--- config.mk ---
export PLATFORM = sky130hd
export DESIGN_NAME = motor_cmd_spi
export DESIGN_NICKNAME = d
export VERILOG_FILES = /design/src/rtl/motor_pkg.sv /design/src/rtl/sync_edge.sv /design/src/rtl/motor_cmd_spi.sv
export SDC_FILE = /design/constraint.sdc
export NUM_CORES = 1
export LEC_CHECK = 0
export CAP_MARGIN = 40
export CORE_AREA = 2 2 77 79
export CTS_CLUSTER_SIZE = 10
export DETAILED_ROUTE_END_ITERATION = 6
export DIE_AREA = 0 0 79 81
export GPL_TIMING_DRIVEN = 0
export PLACE_DENSITY = 0.83
export SLEW_MARGIN = 20
export SYNTH_ARGS = -nofsm -noshare
export SYNTH_HDL_FRONTEND = slang
export SYNTH_SLANG_ARGS = --single-unit
export TNS_END_PERCENT = 30
--- constraint.sdc ---
create_clock -name clk -period 4.6 [get_ports clk]
set_input_delay 0.92 -clock clk [delete_from_list [all_inputs] [get_ports clk]]
set_output_delay 0.92 -clock clk [all_outputs]
set_load 0.01 [all_outputs]
--- src/rtl/motor_pkg.sv ---
// Shared definitions for the MCU command receiver and the PWM stage it feeds.
package motor_pkg;

  localparam logic [6:0]  DUTY_MAX   = 7'd100;
  localparam int unsigned FRAME_BITS = 16;
  localparam int unsigned CNT_W      = 5;

  typedef struct packed {
    logic       sign;
    logic [6:0] mag;
  } motor_cmd_t;

  typedef enum logic {
    S_IDLE,
    S_RECV
  } spi_state_t;

  // Limit a requested magnitude to the PWM period.
  function automatic logic [6:0] clamp_duty(input logic [6:0] mag);
    return (mag > DUTY_MAX) ? DUTY_MAX : mag;
  endfunction

endpackage

--- src/rtl/sync_edge.sv ---
// Two-flop synchroniser with a previous-value register for edge detection.
module sync_edge #(
  parameter logic RST_VAL = 1'b0
) (
  input  logic clk,
  input  logic reset,
  input  logic d,
  output logic level,
  output logic rise,
  output logic fall
);

  logic r_s1;
  logic r_s2;
  logic r_prev;

  always_ff @(posedge clk) begin
    if (reset) begin
      r_s1   <= RST_VAL;
      r_s2   <= RST_VAL;
      r_prev <= RST_VAL;
    end else begin
      r_s1   <= d;
      r_s2   <= r_s1;
      r_prev <= r_s2;
    end
  end

  assign level = r_s2;
  assign rise  = r_s2 & ~r_prev;
  assign fall  = ~r_s2 & r_prev;

endmodule

--- src/rtl/motor_cmd_spi.sv ---
// SPI-slave command receiver: 16-bit frames -> per-motor sign/duty, with clamp
// and a watchdog that zeroes both duties when the MCU goes quiet.
module motor_cmd_spi
  import motor_pkg::*;
#(
  parameter logic [23:0] WDOG_CYCLES = 24'd4_800_000
) (
  input  logic       clk,
  input  logic       reset,
  input  logic       sck,
  input  logic       cs_n,
  input  logic       sdi,
  output logic       motor1_sign,
  output logic [6:0] motor1_upperlimit,
  output logic       motor2_sign,
  output logic [6:0] motor2_upperlimit,
  output logic       load,
  output logic       frame_err,
  output logic       wdog_trip
);

  localparam logic [CNT_W-1:0] CNT_FULL = CNT_W'(FRAME_BITS);
  localparam logic [CNT_W-1:0] CNT_SAT  = CNT_W'(FRAME_BITS + 1);

  logic w_sck_lvl, w_sck_rise, w_sck_fall;
  logic w_cs_lvl, w_cs_rise_raw, w_cs_fall_raw;
  logic w_sdi, w_sdi_rise, w_sdi_fall;
  logic w_unused;

  sync_edge #(.RST_VAL(1'b0)) u_sck (
    .clk(clk), .reset(reset), .d(sck),
    .level(w_sck_lvl), .rise(w_sck_rise), .fall(w_sck_fall)
  );

  sync_edge #(.RST_VAL(1'b1)) u_cs (
    .clk(clk), .reset(reset), .d(cs_n),
    .level(w_cs_lvl), .rise(w_cs_rise_raw), .fall(w_cs_fall_raw)
  );

  sync_edge #(.RST_VAL(1'b0)) u_sdi (
    .clk(clk), .reset(reset), .d(sdi),
    .level(w_sdi), .rise(w_sdi_rise), .fall(w_sdi_fall)
  );

  assign w_unused = ^{w_sck_lvl, w_sck_fall, w_cs_lvl, w_sdi_rise, w_sdi_fall};

  spi_state_t          r_state;
  logic [FRAME_BITS-1:0] r_shift;
  logic [CNT_W-1:0]    r_cnt;
  logic [23:0]         r_wdog;
  logic [1:0]          r_arm;
  logic                r_m1_sign, r_m2_sign;
  logic [6:0]          r_m1_duty, r_m2_duty;
  logic                r_load, r_frame_err, r_trip;

  // Chip-select edges are ignored until the synchroniser and previous-value
  // flops hold real pin samples, so a frame already in progress at reset
  // release is not mistaken for a new one.
  logic w_arm;
  logic w_cs_rise, w_cs_fall;
  logic w_commit;
  motor_cmd_t w_m1, w_m2;

  assign w_arm     = (r_arm == 2'd3);
  assign w_cs_rise = w_cs_rise_raw & w_arm;
  assign w_cs_fall = w_cs_fall_raw & w_arm;
  assign w_commit  = (r_state == S_RECV) && w_cs_rise && (r_cnt == CNT_FULL);
  assign w_m1      = r_shift[15:8];
  assign w_m2      = r_shift[7:0];

  always_ff @(posedge clk) begin
    if (reset) begin
      r_state     <= S_IDLE;
      r_shift     <= '0;
      r_cnt       <= '0;
      r_wdog      <= '0;
      r_arm       <= '0;
      r_m1_sign   <= 1'b0;
      r_m2_sign   <= 1'b0;
      r_m1_duty   <= '0;
      r_m2_duty   <= '0;
      r_load      <= 1'b0;
      r_frame_err <= 1'b0;
      r_trip      <= 1'b0;
    end else begin
      r_load      <= 1'b0;
      r_frame_err <= 1'b0;
      if (!w_arm) r_arm <= r_arm + 2'd1;

      case (r_state)
        S_IDLE: begin
          if (w_cs_fall) begin
            r_state <= S_RECV;
            r_shift <= '0;
            r_cnt   <= '0;
          end
        end
        S_RECV: begin
          if (w_cs_rise) begin
            r_state <= S_IDLE;
            if (r_cnt != CNT_FULL) r_frame_err <= 1'b1;
          end else if (w_sck_rise) begin
            r_shift <= {r_shift[FRAME_BITS-2:0], w_sdi};
            if (r_cnt != CNT_SAT) r_cnt <= r_cnt + CNT_W'(1);
          end
        end
        default: r_state <= S_IDLE;
      endcase

      // A commit wins over a watchdog trip landing on the same cycle.
      if (w_commit) begin
        r_m1_sign <= w_m1.sign;
        r_m1_duty <= clamp_duty(w_m1.mag);
        r_m2_sign <= w_m2.sign;
        r_m2_duty <= clamp_duty(w_m2.mag);
        r_load    <= 1'b1;
        r_trip    <= 1'b0;
        r_wdog    <= '0;
      end else if (r_wdog != WDOG_CYCLES) begin
        r_wdog <= r_wdog + 24'd1;
        if ((r_wdog + 24'd1) == WDOG_CYCLES) begin
          r_m1_duty <= '0;
          r_m2_duty <= '0;
          r_trip    <= 1'b1;
          r_load    <= 1'b1;
        end
      end
    end
  end

  assign motor1_sign       = r_m1_sign;
  assign motor1_upperlimit = r_m1_duty;
  assign motor2_sign       = r_m2_sign;
  assign motor2_upperlimit = r_m2_duty;
  assign load              = r_load;
  assign frame_err         = r_frame_err;
  assign wdog_trip         = r_trip;

endmodule

; After elaboration in Yosys (flattened, before gate mapping)
; Index checks and enable logic that the tools add are counted.
; W data, S select, Z words.
[op_classes]
add_sub_neg = 3
n_lt_le_gt_ge = 2
eq_ne = 10
mux = 22
bitwise_logic = 10
reduce_logical = 10
[ops]
columns = cell, count
row1 = $mux W16, 3
row2 = $mux W7, 6
row3 = $pmux W16 S2, 1
row4 = $add A24 B1 Y24 const B, 1
row5 = $eq A24 B23 Y1 const B, 1
row6 = $ne A24 B23 Y1 const B, 1
row7 = $mux W5, 4
row8 = $gt A7 B7 Y1 const B, 2
row9 = $ne A5 B5 Y1 const B, 2
row10 = $pmux W5 S2, 1
row11 = $mux W1, 6
row12 = $add A5 B1 Y5 const B, 1
row13 = $and A1 B1 Y1, 5
row14 = $eq A5 B5 Y1 const B, 1
row15 = $not A1 Y1, 5
row16 = $ne A2 B1 Y1 const B, 2
row17 = $ne A2 B2 Y1 const B, 2
row18 = $reduce_and A2 Y1, 2
row19 = $reduce_and A4 Y1, 1
row20 = $reduce_bool A2 Y1, 2
row21 = $reduce_and A3 Y1, 1
row22 = $reduce_or A3 Y1, 1
row23 = $add A2 B1 Y2 const B, 1
row24 = $eq A2 B2 Y1 const B, 1
row25 = 3 further kinds, 4
[totals]
register_bits = 75
inputBits = 5
output_inout_bits = 19
elab_cells = 77

; Depth between registers and ports, before layout
[depth]
ltp_word = 7
ltp_mapped = 9
depth_no_buf = 8

; Hierarchy
; From an unflattened synthesis, not the netlist that was laid out.
[unflattened]
cells_unflattened = 372
area_unflattened_um2 = 3345.7
[modules_own_cells]
columns = mod, n_inst, cells_each, area_each_um2, seq_area_each_um2
row1 = motor_cmd_spi, 1, 348, 3070.4, 1341.3
row2 = sync_edge at u_sck ..., 2, 8, 91.3, 60.1
row3 = sync_edge at u_cs, 1, 8, 92.6, 60.1

; Worst setup path after synthesis
; No wires, ideal clock.
[synth_path]
path_type = reg-to-reg
start = register r_wdog[1]
end = register r_m1_duty[2] (netlist: motor1_upperlimit[2])
arrival_time_ns = 2.340
path_slack_ns = 2.139
stages_incl_launch_ff = 9
path_buffers = 1
period_less_slack_ns = 2.461
path_cell_list = dfxtp_1 -> ha_1 -> nand4_1 -> nor4_1 -> and4_1 -> o22ai_1 -> nor4b_4 -> buf_6 -> o21ai_1
[synth_via]
elab_chain_cells = 4
[synth_lines]
columns = item, line
row1 = from (decl), motor_cmd_spi.sv:50  ; logic [23:0] r_wdog;
row2 = from (signal assigned), motor_cmd_spi.sv:120  ; r_wdog <= r_wdog + 24'd1;
row3 = $add A24 B1 Y24, motor_cmd_spi.sv:121  ; if ((r_wdog + 24'd1) == WDOG_CYCLES) begin
row4 = $eq A24 B23 Y1, motor_cmd_spi.sv:121
row5 = $reduce_bool A2 Y1 (no source line), -
row6 = $reduce_and A2 Y1 (no source line) *, -
row7 = to (signal assigned), motor_cmd_spi.sv:113  ; r_m1_duty <= clamp_duty(w_m1.mag);
row8 = to (decl), motor_cmd_spi.sv:53  ; logic [6:0] r_m1_duty, r_m2_duty;
; Mark *: on every way between the ends. The rest lies on a longest branch, timed or not.
; A chain may end at the register's enable or synchronous reset.

; Worst setup path in the final report
[layout_path]
start = register r_wdog[1]
end = register r_m1_duty[1] (netlist: motor1_upperlimit[1])
; Same word-level chain as after synthesis.

==> flow_summary.yaml <==
clock_network:
  cts_buffer_depth: 2
  post_cts_buffers: 0
  cts_hold_buf: 0
  cts_root_buf: "clkbuf_8"
  insertion_delay_ns: 0.36
  cts_buffers: 9
  cts_sinks: 75
  post_cts_resized: 0
  cts_htree_levels: 3
  cts_tree: "built"
  clkSlewWorstSetupHoldPaths_ns: 0.08
finish:
  nFillCells: 441
  diodes: 0
  synthToLayoutAreaGrowth_pct: 16.6
  layout.cells.non_filler: 513
  drive_gt1_frac: 0.0799
  layout.nets: 445
synth:
  synthAdderAreaFrac: 0.0257
  ys_seq_area_frac: 0.441
  synth_top_family_by_area: "simple AND/OR/NAND/NOR gates"
  synth-simple-area-share: 0.280
  synthDistinctLibCells: 54
  synth_compound_area_frac: 0.128
  syn_inst: 399
  ys_async_sr_fraction: 0
  syn_nets: 411
  synth_edf_count: 0
  yosysWarnings: 0
  synth_area_per_cell_sq_um: 8.54
  synth_top_flop_cell: "dfxtp_1"
  ys_ff_latch: 75
  synthMuxAreaShare: 0.0147
  synthXorXnorAreaFrac: 0.0745
  netlist_area_sq_um: 3410
setup_path:
  worst_setup_path_end_kind: "register"
  r2r_start: "r_wdog[1]"
  rrSetupSlack_ns: 1.81
  cp_max_fo: 10
  criticalPathCategory: "register to register"
  critical_path_arrival_ns: 3.05
  worstPathRequired_ns: 4.85
  crit_start: "r_wdog[1]"
  start_kind: "register"
global_route:
  grt_max_degree: 15
  grt_pass1_wl_um: 12300
  grt_use_total: 0.248
  globalRoute.totalOverflow: 0
  grt_pass1_vias: 2723
  antenna_found_initial: 0
sta:
  fin_skew_ns: 0.0127
  setup_viol: 0
  fin_crit_ns: 2.79
  fin_crit_sh: 0.607
  maxSlewHeadroom: 0.527
  final_hold_viol_count: 0
  worst_slack_ns: 1.81
  max_slew.worst_pin.slew_ns: 0.704
  fmax_ghz: 0.358
  finalMaxSlewViolations: 0
  grt_setup_unrepaired: "no"
  holdWs_ns: 0.439
  setup_tns_ns: 0
drt:
  drtAntennaViolNets: 0
  first_iter_violations: 237
  drcViolationCount: 0
  vias: 2956
  viasPerCell: 5.76
  routed_wl_um: 7400
  dr.pass1.iters: 5
  routedWlPerCell_um: 14.4
power:
  p_leak_nw: 1.37
  p_per_area_nw_per_um2: 340
  power_w: 0.00135
  max-vdd-ir-drop_uv: 303
placement:
  gp_congestion: 0.934
  port_buffers: 22
  numPlacedInstances: 497
  dp_hpwl_um: 5240
  place_ws_ns: 1.83
run_status:
  outcome: "completed"
hold_path:
  hold_path.startpoint: "u_cs.r_s1"
  hold_class: "register to register"
floorplanning:
  initial_utilization: 0.601
  die_area_sq_um: 6400
  die_h_um: 81
  fp.coreArea_sq_um: 5680
  die_w_um: 79
  rows: 28
  design.portCount: 24
job:
  max-cap-violations: 0
[Yosys cell counts (3+ instances only)]
| cell | number | area (sq um) |
|---|---|---|
| or4_1 | 3 | 22.5 |
| buf_2 | 5 | 25.0 |
| a21oi_1 | 6 | 30.0 |
| nor2_1 | 68 | 255 |
| xor2_1 | 12 | 105 |
| nand3_1 | 16 | 80.1 |
| o22ai_1 | 4 | 25.0 |
| nand2_1 | 39 | 146 |
| or2_2 | 5 | 31.3 |
| nor2b_1 | 9 | 56.3 |
| nor4_1 | 7 | 43.8 |
| nand4_1 | 9 | 56.3 |
| xnor2_1 | 17 | 149 |
| or3_1 | 4 | 25.0 |
| a22oi_1 | 16 | 120 |
| dfxtp_1 | 75 | 1500 |
| inv_1 | 9 | 33.8 |
| ha_1 | 7 | 87.6 |
| nor3_1 | 4 | 20.0 |
| mux2i_1 | 5 | 50.1 |
| clkbuf_1 | 12 | 45.0 |
| and2_1 | 4 | 25.0 |
| and4_1 | 5 | 43.8 |
| a21o_1 | 3 | 22.5 |
| o21ai_1 | 9 | 45.0 |
| o21ai_0 | 12 | 60.1 |
[routing by layer]
metal	global-route usage	vias to the layer above	routed length [um]
met5	0	-	0
met4	0.107	0	165
met3	0.0633	23	379
met2	0.430	90	3690
met1	0.292	1382	3170
li1	-	1461	-
[final cells by class]
cell class	instances	area [sq um]	share of cell area
Buffer	19	86.3	0.0217
Clock buffer	9	124	0.0312
Clock inverter	7	124	0.0312
Inverter	10	37.5	0.00944
Multi-Input combinational cell	295	1780	0.449
Sequential cell	75	1500	0.378
Tap cell	75	93.8	0.0236
Timing Repair Buffer	23	225	0.0567
[power breakdown]
group          internal [W]  switching [W]
Clock              0.000365       0.000265
Sequential         0.000659      0.0000100
Combinational     0.0000214      0.0000323
Total               0.00105       0.000308
[sequential cells by signal (all words and copies together) (netlist names), 2 cells and up]
signal             flops
r_arm                  2
r_wdog                24
r_shift               16
r_cnt                  5
motor2_upperlimit      7
motor1_upperlimit      7
[cell families after synthesis]
kind of cell / after synthesis
AOI/OAI and AO/OA: 65
xor gates and xnor gates: 29
adders and majority gates: 7
buffers and inverters: 29
DFF: 75
muxes: 5
and+or+nand+nor: 189
[final timing paths]
kind	cells past startpoint	end
worst min register to register	1	u_cs.level
worst max register to register	8	motor1_upperlimit[1]
worst max-delay path	8	motor1_upperlimit[1]
worst min-delay path	1	u_cs.level
[layout by cell type (no fill, tap or decap), types with 9 or more instances in the layout]
cell,netlist,layout
nor2_1,68,68
nand3_1,16,16
nand2_1,39,39
inv_1,9,9
nand4_1,9,9
dfxtp_1,75,75
xor2_1,12,12
nor2b_1,9,9
xnor2_1,17,17
o21ai_0,12,12
o21ai_1,9,9
a22oi_1,16,16
clkbuf_8,0,9
clkdlybuf4s50_1,0,22
clkbuf_1,12,12
[through the flow]
stage	cell area, sq um	utilization
after global routing	3980	0.700
after detailed placement	3730	0.657
after floorplan	3410	-
final	3980	0.700
after global placement	3720	0.656
after CTS	3980	0.700
[critical path, stage by stage, from the launching register on]
cell     delay (ns)
dfxtp_1        0.48
ha_1           0.31
nand4_1        0.24
nor2_1         0.25
mux2i_1        0.14
or4_4          0.52
nor4b_4        0.46
buf_6          0.20
o21ai_1        0.09
Note: power is estimated with default switching activity, not from simulation.
